--- config.mk ---
export PLATFORM = sky130hd
export DESIGN_NAME = fetch_ctrl
export DESIGN_NICKNAME = d
export VERILOG_FILES = /design/src/rtl/fetch_ctrl.sv
export SDC_FILE = /design/constraint.sdc
export NUM_CORES = 1
export LEC_CHECK = 0
export ABC_CLOCK_PERIOD_IN_PS = 4600
export BUFFER_PORTS_ARGS = -buffer_cell sky130_fd_sc_hd__buf_2
export CORE_ASPECT_RATIO = 1.4
export CORE_UTILIZATION = 55
export DETAILED_ROUTE_END_ITERATION = 8
export PLACE_DENSITY = 0.84
export REMOVE_ABC_BUFFERS = 1
export SLEW_MARGIN = 20
export SYNTH_ARGS = -nofsm -noshare
export SYNTH_HDL_FRONTEND = slang
export SYNTH_SLANG_ARGS = --single-unit
--- constraint.sdc ---
create_clock -name clk -period 4.6 [get_ports clk]
set_input_delay 0.92 -clock clk [delete_from_list [all_inputs] [get_ports clk]]
set_output_delay 0.92 -clock clk [all_outputs]
set_load 0.02 [all_outputs]
--- src/rtl/fetch_ctrl.sv ---
// fetch_ctrl: AXI read-burst instruction fetch controller with branch redirect and drain.
// Optional FETCH_RRESP_CHECK_EN enables a sticky read-error flag that blocks fetching until a redirect.
module fetch_ctrl #(
    parameter logic [31:0] RESET_PC    = 32'h0000_0000,
    parameter int          BURST_BEATS = 4
) (
    input  logic        clk,
    input  logic        rst,
    input  logic        jump,
    input  logic [31:0] jump_target,
    input  logic        buf_full,
    input  logic        arready,
    output logic        arvalid,
    output logic [31:0] araddr,
    output logic [7:0]  arlen,
    output logic [2:0]  arsize,
    output logic [1:0]  arburst,
    input  logic        rvalid,
    input  logic        rready,
    input  logic        rlast,
    input  logic [1:0]  rresp,
    output logic [31:0] fetch_pc,
    output logic        jump_wait,
    output logic        jump_accept,
    output logic        fetch_err
);
    typedef enum logic [1:0] {IDLE, ADDR, DATA, DRAIN} state_t;

    localparam logic [31:0] BURST_BYTES = 32'(BURST_BEATS) << 3;

    state_t      state;
    logic [31:0] pc_next, tgt;
    logic        wait_q, acc_q, beat, drain_done;

    assign beat       = rvalid & rready;
    assign drain_done = (state == DRAIN) && beat && rlast;
    // A drain redirect is announced on the rlast beat itself so the buffer flushes that stale beat too.
    assign jump_accept = acc_q | drain_done;
    assign jump_wait   = wait_q & ~drain_done;
    assign arlen       = 8'(BURST_BEATS - 1);
    assign arsize      = 3'b011;
    assign arburst     = 2'b01;

`ifdef FETCH_RRESP_CHECK_EN
    logic unused_rresp;
    assign unused_rresp = 1'b0;
    always_ff @(posedge clk) begin
        if (rst)
            fetch_err <= 1'b0;
        else if (jump_accept)
            fetch_err <= 1'b0;
        else if (beat && rresp != 2'b00 && (state == DATA || state == DRAIN))
            fetch_err <= 1'b1;
    end
`else
    logic unused_rresp;
    assign unused_rresp = ^rresp;
    assign fetch_err    = 1'b0;
`endif

    always_ff @(posedge clk) begin
        if (rst) begin
            state    <= IDLE;
            pc_next  <= RESET_PC;
            fetch_pc <= RESET_PC;
            arvalid  <= 1'b0;
            araddr   <= RESET_PC & ~32'h7;
            tgt      <= '0;
            wait_q   <= 1'b0;
            acc_q    <= 1'b0;
        end else begin
            acc_q <= 1'b0;
            case (state)
                IDLE: begin
                    if (jump) begin
                        pc_next <= jump_target;
                        acc_q   <= 1'b1;
                    end else if (!buf_full && !fetch_err) begin
                        arvalid <= 1'b1;
                        araddr  <= pc_next & ~32'h7;
                        state   <= ADDR;
                    end
                end
                ADDR: begin
                    if (jump) begin
                        tgt    <= jump_target;
                        wait_q <= 1'b1;
                    end
                    if (arready) begin
                        arvalid  <= 1'b0;
                        fetch_pc <= araddr;
                        state    <= (jump || wait_q) ? DRAIN : DATA;
                    end
                end
                DATA: begin
                    if (beat)
                        fetch_pc <= fetch_pc + 32'd8;
                    if (beat && rlast) begin
                        // A jump on the final beat redirects straight from IDLE, no drain needed.
                        pc_next <= jump ? jump_target : araddr + BURST_BYTES;
                        acc_q   <= jump;
                        state   <= IDLE;
                    end else if (jump) begin
                        tgt    <= jump_target;
                        wait_q <= 1'b1;
                        state  <= DRAIN;
                    end
                end
                DRAIN: begin
                    if (beat)
                        fetch_pc <= fetch_pc + 32'd8;
                    if (jump)
                        tgt <= jump_target;
                    if (beat && rlast) begin
                        pc_next <= jump ? jump_target : tgt;
                        wait_q  <= 1'b0;
                        state   <= IDLE;
                    end
                end
                default: state <= IDLE;
            endcase
        end
    end
endmodule
==> metrics.md, run 1 <==
| Metric | Value |
|---|---|
| Routed Antenna Nets | `0` |
| Synth Area per Inst | `approximately 7.6 um2` |
| Die Wd | `96.2 um` |
| Arrival time worst endpoint | `between 3 and 4 ns` |
| Synth warn | `0` |
| Crit end category | `flop` |
| Core Area | `approximately 12,000 um2` |
| Minimum clock period | `3.12 ns` |
| Share of layout cells above drive strength 1 | `0.178` |
| First-pass GRT wire length | `approximately 30,000 um` |
| Clock skew | `0.00944 ns` |
| Post-synth ARST share | `0` |
| Cts repair resizes | `0` |
| Post-Syn Instances | `~900` |
| Final Setup Violations | `0` |
| Max incr delay on CP | `around 0.64 ns` |
| Worst-path clk slew | `about 0.060 ns` |
| Post-route DRC | `0` |
| Fin area | `7810 um2` |
| Unrepaired setup endpoints after global routing | `no` |
| Grt total ovfl | `0` |
| Sequential share of the synthesized area | `0.355` |
| #FFs+latches synth | `~120` |
| FF-to-FF Start | `state[0]` |
| Die area | `12,900 um2` |
| Clock Path Buffers | `2` |
| WL/cell | `between 15 and 20 um` |
| Leak | `~3 nW` |
| Die Ht | `around 130 um` |
| Synth top area share | `0.355` |
| Cell area after synthesis | `around 7000 um2` |
| Slew Limit Fails | `0` |
| Vias | `~6,800` |
| TritonCTS clock tree | `built` |
| Layout net count | `between 1,000 and 1,500` |
| Flop2flop setup slack | `approximately 1.5 ns` |
| Initial antenna violation count | `0` |
| Slowest stage cell on the critical path | `or2_2` |
| Worst vdd ir | `between 0.2 and 0.3 mV` |
| Most frequent CP cell | `buf_4` |
| Worst r2r path cells | `8` |
| DP Area | `a little over 7000 um2` |
| Hold buffer count at CTS | `0` |
| Total I/O pin count | `123` |
| Ant diodes | `0` |
| Worst Tran Pin Value | `0.945 ns` |
| Worst hold path stage count | `2` |
| Sink Count | `between 100 and 150` |
| Clock H-tree levels | `4` |
| Final Cycle Share | `0.678` |
| Pin count of the biggest net entering global routing | `55` |
| Worst reg2reg path endpoint | `pc_next[20]` |
| Top FF cell, synth | `dfxtp_1` |
| Critical Path RT | `a little under 5 ns` |
| P&R area growth vs syn | `14.3%` |
| Hold Path Sink | `araddr[15]` |
| Via density per instance | `about 6.1` |
| Cell breakdown of the critical path | `inv_1 > ha_1 > or2_2 > a222oi_1 > buf_4 > buf_4 > nor2_1 > a311oi_1` |
| Initial DRC count | `~650` |
| DRT Wirelength | `18,600 um` |
| Pwr Total | `approximately 4.5 mW` |
| Area contributors post-synth | `dfxtp_1 35%, nand2_1 9.3%, a21oi_1 7.7%, nor2_1 4.1%, o21ai_0 2.3%` |
| Setup Buffers After CTS | `0` |
| Number of global-route vias before repair | `6,109` |
| Slew margin rel. | `0.370` |
| TritonCTS Buffers | `17` |
| Initial DRT Pass Iterations | `6` |
| Status | `finished clean` |
| Worst slack at placement | `roughly 1.5 ns` |
| Port bufs | `97` |
| GP Congestion | `between 0.8 and 0.9` |
| Placement row count | `47` |
| Post-synth EDFFs | `0` |
| Worst hold path type | `reg2reg` |
| Final Hold Fails | `0` |
| Initial core utilization | `0.572` |
| Fin worst setup slack | `about 1.5 ns` |
| Root buf cell | `clkbuf_16` |
| Synth area leader | `dfxtp_1` |
| Startpoint class of the critical path | `flop` |
| PD cells | `roughly 570 nW/um2` |
| Setup CP Type | `reg2reg` |
| Worst hold start | `pc_next[15]` |
| Clk Latency, worst-skew pair | `around 0.42 ns` |
| Max-cap violation count | `0` |
| Total Routing Usage GR | `0.293` |
| Yosys cell types | `76` |
| Detail Placement HPWL | `12,200 um` |
| Worst setup path startpoint | `state[0]` |
| Fmax | `about 320 MHz` |
| Crit path max fanout | `39` |
-- worst max-delay path by stage --
| stage | to | slack (ns) | cells past startpoint |
|---|---|---|---|
| 2_1_floorplan | pc_next[22] | -1.15 | 7 |
| 3_3_place_gp | pc_next[20] | 1.62 | 8 |
| 3_5_place_dp | pc_next[20] | 1.54 | 8 |
| 4_1_cts | pc_next[20] | 1.50 | 8 |
| 5_1_grt | pc_next[20] | 1.24 | 8 |
| 6_report | pc_next[20] | 1.48 | 8 |
-- final cells by class --
type / instances / area, um2
flip-flops and latches: 121 / 2420
well taps: 147 / 184
repair buffers: 116 / 631
multi-input cells: 686 / 3920
clock buffers: 21 / 460
inverters: 13 / 48.8
fillers: 1014 / 4130
clock inverters: 9 / 148
-- synth_stat cells (all sizes together) (2+ instances only) --
cell	instances
nor2	75
a21oi	105
o21a	4
inv	11
and2	6
a21o	13
nor3b	4
xnor2	8
nand2b	5
dfxtp	121
mux2i	9
nor4	12
a222oi	7
a31o	3
o41ai	3
a211o	4
or4	3
mux2	5
ha	7
and3	9
o211ai	2
nand3	30
a21boi	2
nand2	170
a2111oi	4
o31a	3
conb	2
or3	5
o21ai	33
nor3	18
o211a	2
a311oi	14
clkbuf	54
nand4	14
nor4b	3
a31oi	4
o31ai	8
nor2b	3
a22oi	17
xor2	3
clkinv	2
a211oi	20
and4	9
o22ai	5
buf	39
-- per-stage QoR --
stage,utilization,TNS [ns],cells,hold WS (ns)
after floorplan,-,-25.22,820,0.421
after global placement,0.603,0,1083,0.436
final,0.654,0,1113,0.446
after CTS,0.654,0,1113,0.450
after detailed placement,0.603,0,1083,0.445
after global routing,0.654,0,1113,0.465
-- cell usage in the layout (no fill, tap or decap), types with 13 or more instances in the layout --
cell / synthesis / routed
nand2_1: 170 / 170
dfxtp_1: 121 / 121
a21oi_1: 105 / 104
buf_2: 5 / 96
nor2_1: 75 / 74
o21ai_0: 32 / 32
nand3_1: 29 / 29
conb_1: 2 / 20
buf_4: 21 / 20
a211oi_1: 20 / 19
a22oi_1: 17 / 17
nor3_1: 17 / 17
clkbuf_16: 0 / 17
a311oi_1: 14 / 14
a21o_1: 13 / 13
-- state kept, by name (all words and copies together), names as in the netlist --
register and count:
state 2, acc_q 1, wait_q 1, arvalid 1, pc_next 29, tgt 29, araddr 29, fetch_pc 29
-- layer usage --
metal  wire length (um)  vias to the layer above  share of wire  global-route usage
met4                585                        0          0.031               0.132
met2               9200                      297           0.49               0.485
li1                   -                     3296              -                   -
met1               7560                     3127           0.41               0.365
met5                  0                        -              0                   0
met3               1260                       57          0.068              0.0533
-- kinds of logic after synthesis --
group,synth area share
adder cells (fa/ha/maj),0.0128
multiplexers,0.0214
flip-flops,0.355
other,0.00110
AND/OR/NAND/NOR,0.257
buffers and inverters,0.0859
XOR/XNOR,0.0141
AO/OA/AOI/OAI,0.253
-- critical path: cells and delay by family (launching register included) --
kind | cells | cell delay (ns)
fa+ha+maj | 1 | 0.39
simple gates | 2 | 0.70
flops | 1 | 0.43
compound gates | 2 | 0.77
buf+inv | 3 | 0.73
-- power breakdown --
| group | leakage (nW) | total, mW | internal (mW) | switching [mW] |
|---|---|---|---|---|
| clock | 0.299 | 1.39 | 0.924 | 0.468 |
| sequential | 0.989 | 1.57 | 1.33 | 0.244 |
| combinational | 1.74 | 1.53 | 0.538 | 0.987 |
| total | 3.03 | 4.49 | 2.79 | 1.70 |
(Power assumes the default switching activity.)
==> run 2: changes to the inputs <==
--- a/config.mk
+++ b/config.mk
@@ -5,7 +5,7 @@
 export SDC_FILE = /design/constraint.sdc
 export NUM_CORES = 1
 export LEC_CHECK = 0
-export ABC_CLOCK_PERIOD_IN_PS = 4600
+export ABC_CLOCK_PERIOD_IN_PS = 3200
 export BUFFER_PORTS_ARGS = -buffer_cell sky130_fd_sc_hd__buf_2
 export CORE_ASPECT_RATIO = 1.4
 export CORE_UTILIZATION = 55
==> constraint.sdc (replaced) <==
create_clock -name clk -period 3.2 [get_ports clk]
set_input_delay 0.64 -clock clk [delete_from_list [all_inputs] [get_ports clk]]
set_output_delay 0.64 -clock clk [all_outputs]
set_load 0.02 [all_outputs]
==> run 2 against run 1 <==
Against the previous run:
- combinational power grew 46%
- worst hold slack gained 0.00071 ns
- clock skew shrank 0.0028 ns
- first-iteration DRC count shrank 1.5%
- non-clock buffer count grew 1
- die area is the same
- maximum frequency grew 19%
- sequential share of layout area shrank 0.089 points
- critical path depth shrank 1
- flip-flop and latch count is the same
- critical endpoint is now pc_next[9]
- clock power grew 40%
==> metrics.md, run 2 (synthesis results as in run 1) <==
| Metric | Value |
|---|---|
| Status | `finished clean` |
| Pin count of the biggest net entering global routing | `62 (+13%)` |
| Ant diodes | `0 (unchanged)` |
| First-pass GRT wire length | `30,500 um (+2.8%)` |
| Die Wd | `96.2 um (unchanged)` |
| Commonest non-fill, non-tap cell in the layout | `nand2_1` |
| Cell breakdown of the critical path | `inv_1 > ha_1 > or2_2 > a222oi_1 > buf_4 > nor2_1 > a311oi_1` |
| Sw frac | `0.390 (+0.0110)` |
| Number of global-route vias before repair | `6,230 (+2.0%)` |
| Hold buffer count at CTS | `0 (unchanged)` |
| Crit path max fanout | `26 (-33%)` |
| Initial DRC count | `641 (-1.5%)` |
| Clk Latency, worst-skew pair | `0.42 ns (about the same)` |
| Via density per instance | `6.19 (+1.7%)` |
| WL/cell | `17.1 um (+2.4%)` |
| Unrepaired setup endpoints after global routing | `no` |
| Crit end category | `flop` |
| Final Setup Violations | `0 (unchanged)` |
| Clock H-tree levels | `4 (unchanged)` |
| Die area | `12,900 um2 (unchanged)` |
| Worst hold start | `pc_next[21]` |
| Grt total ovfl | `0 (unchanged)` |
| Minimum clock period | `2.61 ns (-0.505 ns)` |
| Placed Cells | `1,084 (+0.092%)` |
| Setup Buffers After CTS | `0 (unchanged)` |
| TritonCTS Buffers | `17 (unchanged)` |
| Clock Path Buffers | `2 (unchanged)` |
| GP Congestion | `0.902 (+3.3%)` |
| Most frequent cells in the layout | `170 x nand2_1, 121 x dfxtp_1, 104 x a21oi_1` |
| Final Cycle Share | `0.817 (+0.139)` |
| Port bufs | `97 (unchanged)` |
| Worst r2r path cells | `7 (-1)` |
| P&R area growth vs syn | `14.7%` |
| Fmax | `383 MHz (+19%)` |
| Max incr delay on CP | `0.56 ns (-0.08 ns)` |
| Vias | `6,910 (+2.0%)` |
| Flop2flop setup slack | `0.59 ns (-0.89 ns)` |
| Worst reg2reg path endpoint | `pc_next[9]` |
| Arrival time worst endpoint | `2.94 ns (-0.50 ns)` |
| Share of layout cells above drive strength 1 | `0.182 (+0.00358)` |
| Switching pwr | `2.51 mW (+48%)` |
| Sink Count | `121 (unchanged)` |
| Initial antenna violation count | `0 (unchanged)` |
| Slowest stage cell on the critical path | `a222oi_1` |
| Placement row count | `47 (unchanged)` |
| Critical Path RT | `3.52 ns (-1.40 ns)` |
| Setup CP Type | `reg2reg` |
| Worst vdd ir | `0.557 mV (+94%)` |
| Max-cap violation count | `0 (unchanged)` |
| P_int | `3.94 mW (+41%)` |
| Cts repair resizes | `0 (unchanged)` |
| Clock share of power | `0.303 (-0.007)` |
| Worst hold path stage count | `2 (unchanged)` |
| Routed Antenna Nets | `0 (unchanged)` |
| Cell Count, Final, Fillers Out | `1,116 (+0.27%)` |
| Initial core utilization | `0.572 (unchanged)` |
| Detail Placement HPWL | `12,400 um (+1.9%)` |
| Total Routing Usage GR | `0.302 (+0.00896)` |
| FF-to-FF Start | `state[0]` |
| Worst Tran Pin Value | `0.790 ns (-0.155 ns)` |
| Initial DRT Pass Iterations | `5 (-1)` |
| Total I/O pin count | `123 (unchanged)` |
| DRT Wirelength | `19,100 um (+2.6%)` |
| Slew margin rel. | `0.472 (+0.102)` |
| Die Ht | `134 um (unchanged)` |
| Setup TNS | `0 ns (unchanged)` |
| Worst hold path type | `reg2reg` |
| Flop pwr share | `0.351 (about the same)` |
| Post-layout util | `0.656 (+0.00189)` |
| Leak | `3.03 nW (about the same)` |
| Hold Path Sink | `araddr[21]` |
| Core Area | `11,900 um2 (unchanged)` |
| TritonCTS clock tree | `built` |
| Comb pwr share | `0.347 (+0.007)` |
| Final Hold Fails | `0 (unchanged)` |
| Worst-path clk slew | `0.06 ns (about the same)` |
| Slew Limit Fails | `0 (unchanged)` |
| Clock skew | `0.00664 ns (-0.00280 ns)` |
| Root buf cell | `clkbuf_16` |
| PD cells | `823 nW/um2 (+43%)` |
| Layout net count | `1,005 (+0.10%)` |
| Post-route DRC | `0 (unchanged)` |
| Startpoint class of the critical path | `flop` |
run 2: changes by cell type in the layout (fill, tap and decap cells not counted), sizes merged:
cell      change
clkinvlp      +2
clkbuf        -3
buf           +1
bufinv        -1
clkinv        +3
inv           +1
run 2: critical path, delay by kind of cell (launching register included):
kind                       cells  cell delay, ns
buffers and inverters          2            0.51
and+or+nand+nor                2            0.43
AOI/OAI and AO/OA              2            0.82
DFF                            1            0.43
adders and majority gates      1            0.34
run 2: how the worst max path moves through the flow:
stage | start | to | slack, ns | depth (start not counted)
6_report | state[0] | pc_next[9] | 0.59 | 7
5_1_grt | state[0] | pc_next[19] | 0.36 | 7
4_1_cts | state[0] | pc_next[8] | 0.62 | 8
3_5_place_dp | state[0] | pc_next[8] | 0.64 | 8
3_3_place_gp | state[0] | pc_next[26] | 0.69 | 7
2_1_floorplan | state[0] | pc_next[22] | -2.55 | 7
run 2: through the flow:
| step | setup slack (ns) | instance area, um2 | hold WS (ns) | power, mW |
|---|---|---|---|---|
| 2_1_floorplan | -2.55 | 6360 | 0.421 | 3.59 |
| 3_3_place_gp | 0.689 | 7230 | 0.434 | 4.40 |
| 3_5_place_dp | 0.642 | 7230 | 0.443 | 4.46 |
| 4_1_cts | 0.623 | 7830 | 0.446 | 6.43 |
| 5_1_grt | 0.359 | 7830 | 0.462 | 6.82 |
| 6_report | 0.586 | 7830 | 0.447 | 6.45 |
run 2: area by class of cell:
class                   instances  area (um2)
clock inverters                14         175
fillers                       996        4100
inverters                      13        48.8
clock buffers                  18         429
multi-input cells             686        3910
repair buffers                117         663
well taps                     147         184
flip-flops and latches        121        2420
run 2: power groups by stage:
stage          Clock, mW  Combinational, mW  Sequential [mW]
6_report            1.95               2.24             2.26
5_1_grt             2.03               2.47             2.31
4_1_cts             1.96               2.21             2.25
3_5_place_dp           0               2.18             2.28
3_3_place_gp           0               2.14             2.26
2_1_floorplan          0               1.27             2.33
run 2: per-layer routing:
| layer | part of all wire | wire (um) | up-vias | GRT usage |
|---|---|---|---|---|
| li1 | - | - | 3300 | - |
| met1 | 0.39 | 7540 | 3209 | 0.377 |
| met2 | 0.50 | 9580 | 341 | 0.496 |
| met3 | 0.073 | 1400 | 60 | 0.0516 |
| met4 | 0.030 | 582 | 0 | 0.146 |
| met5 | 0 | 0 | - | 0 |
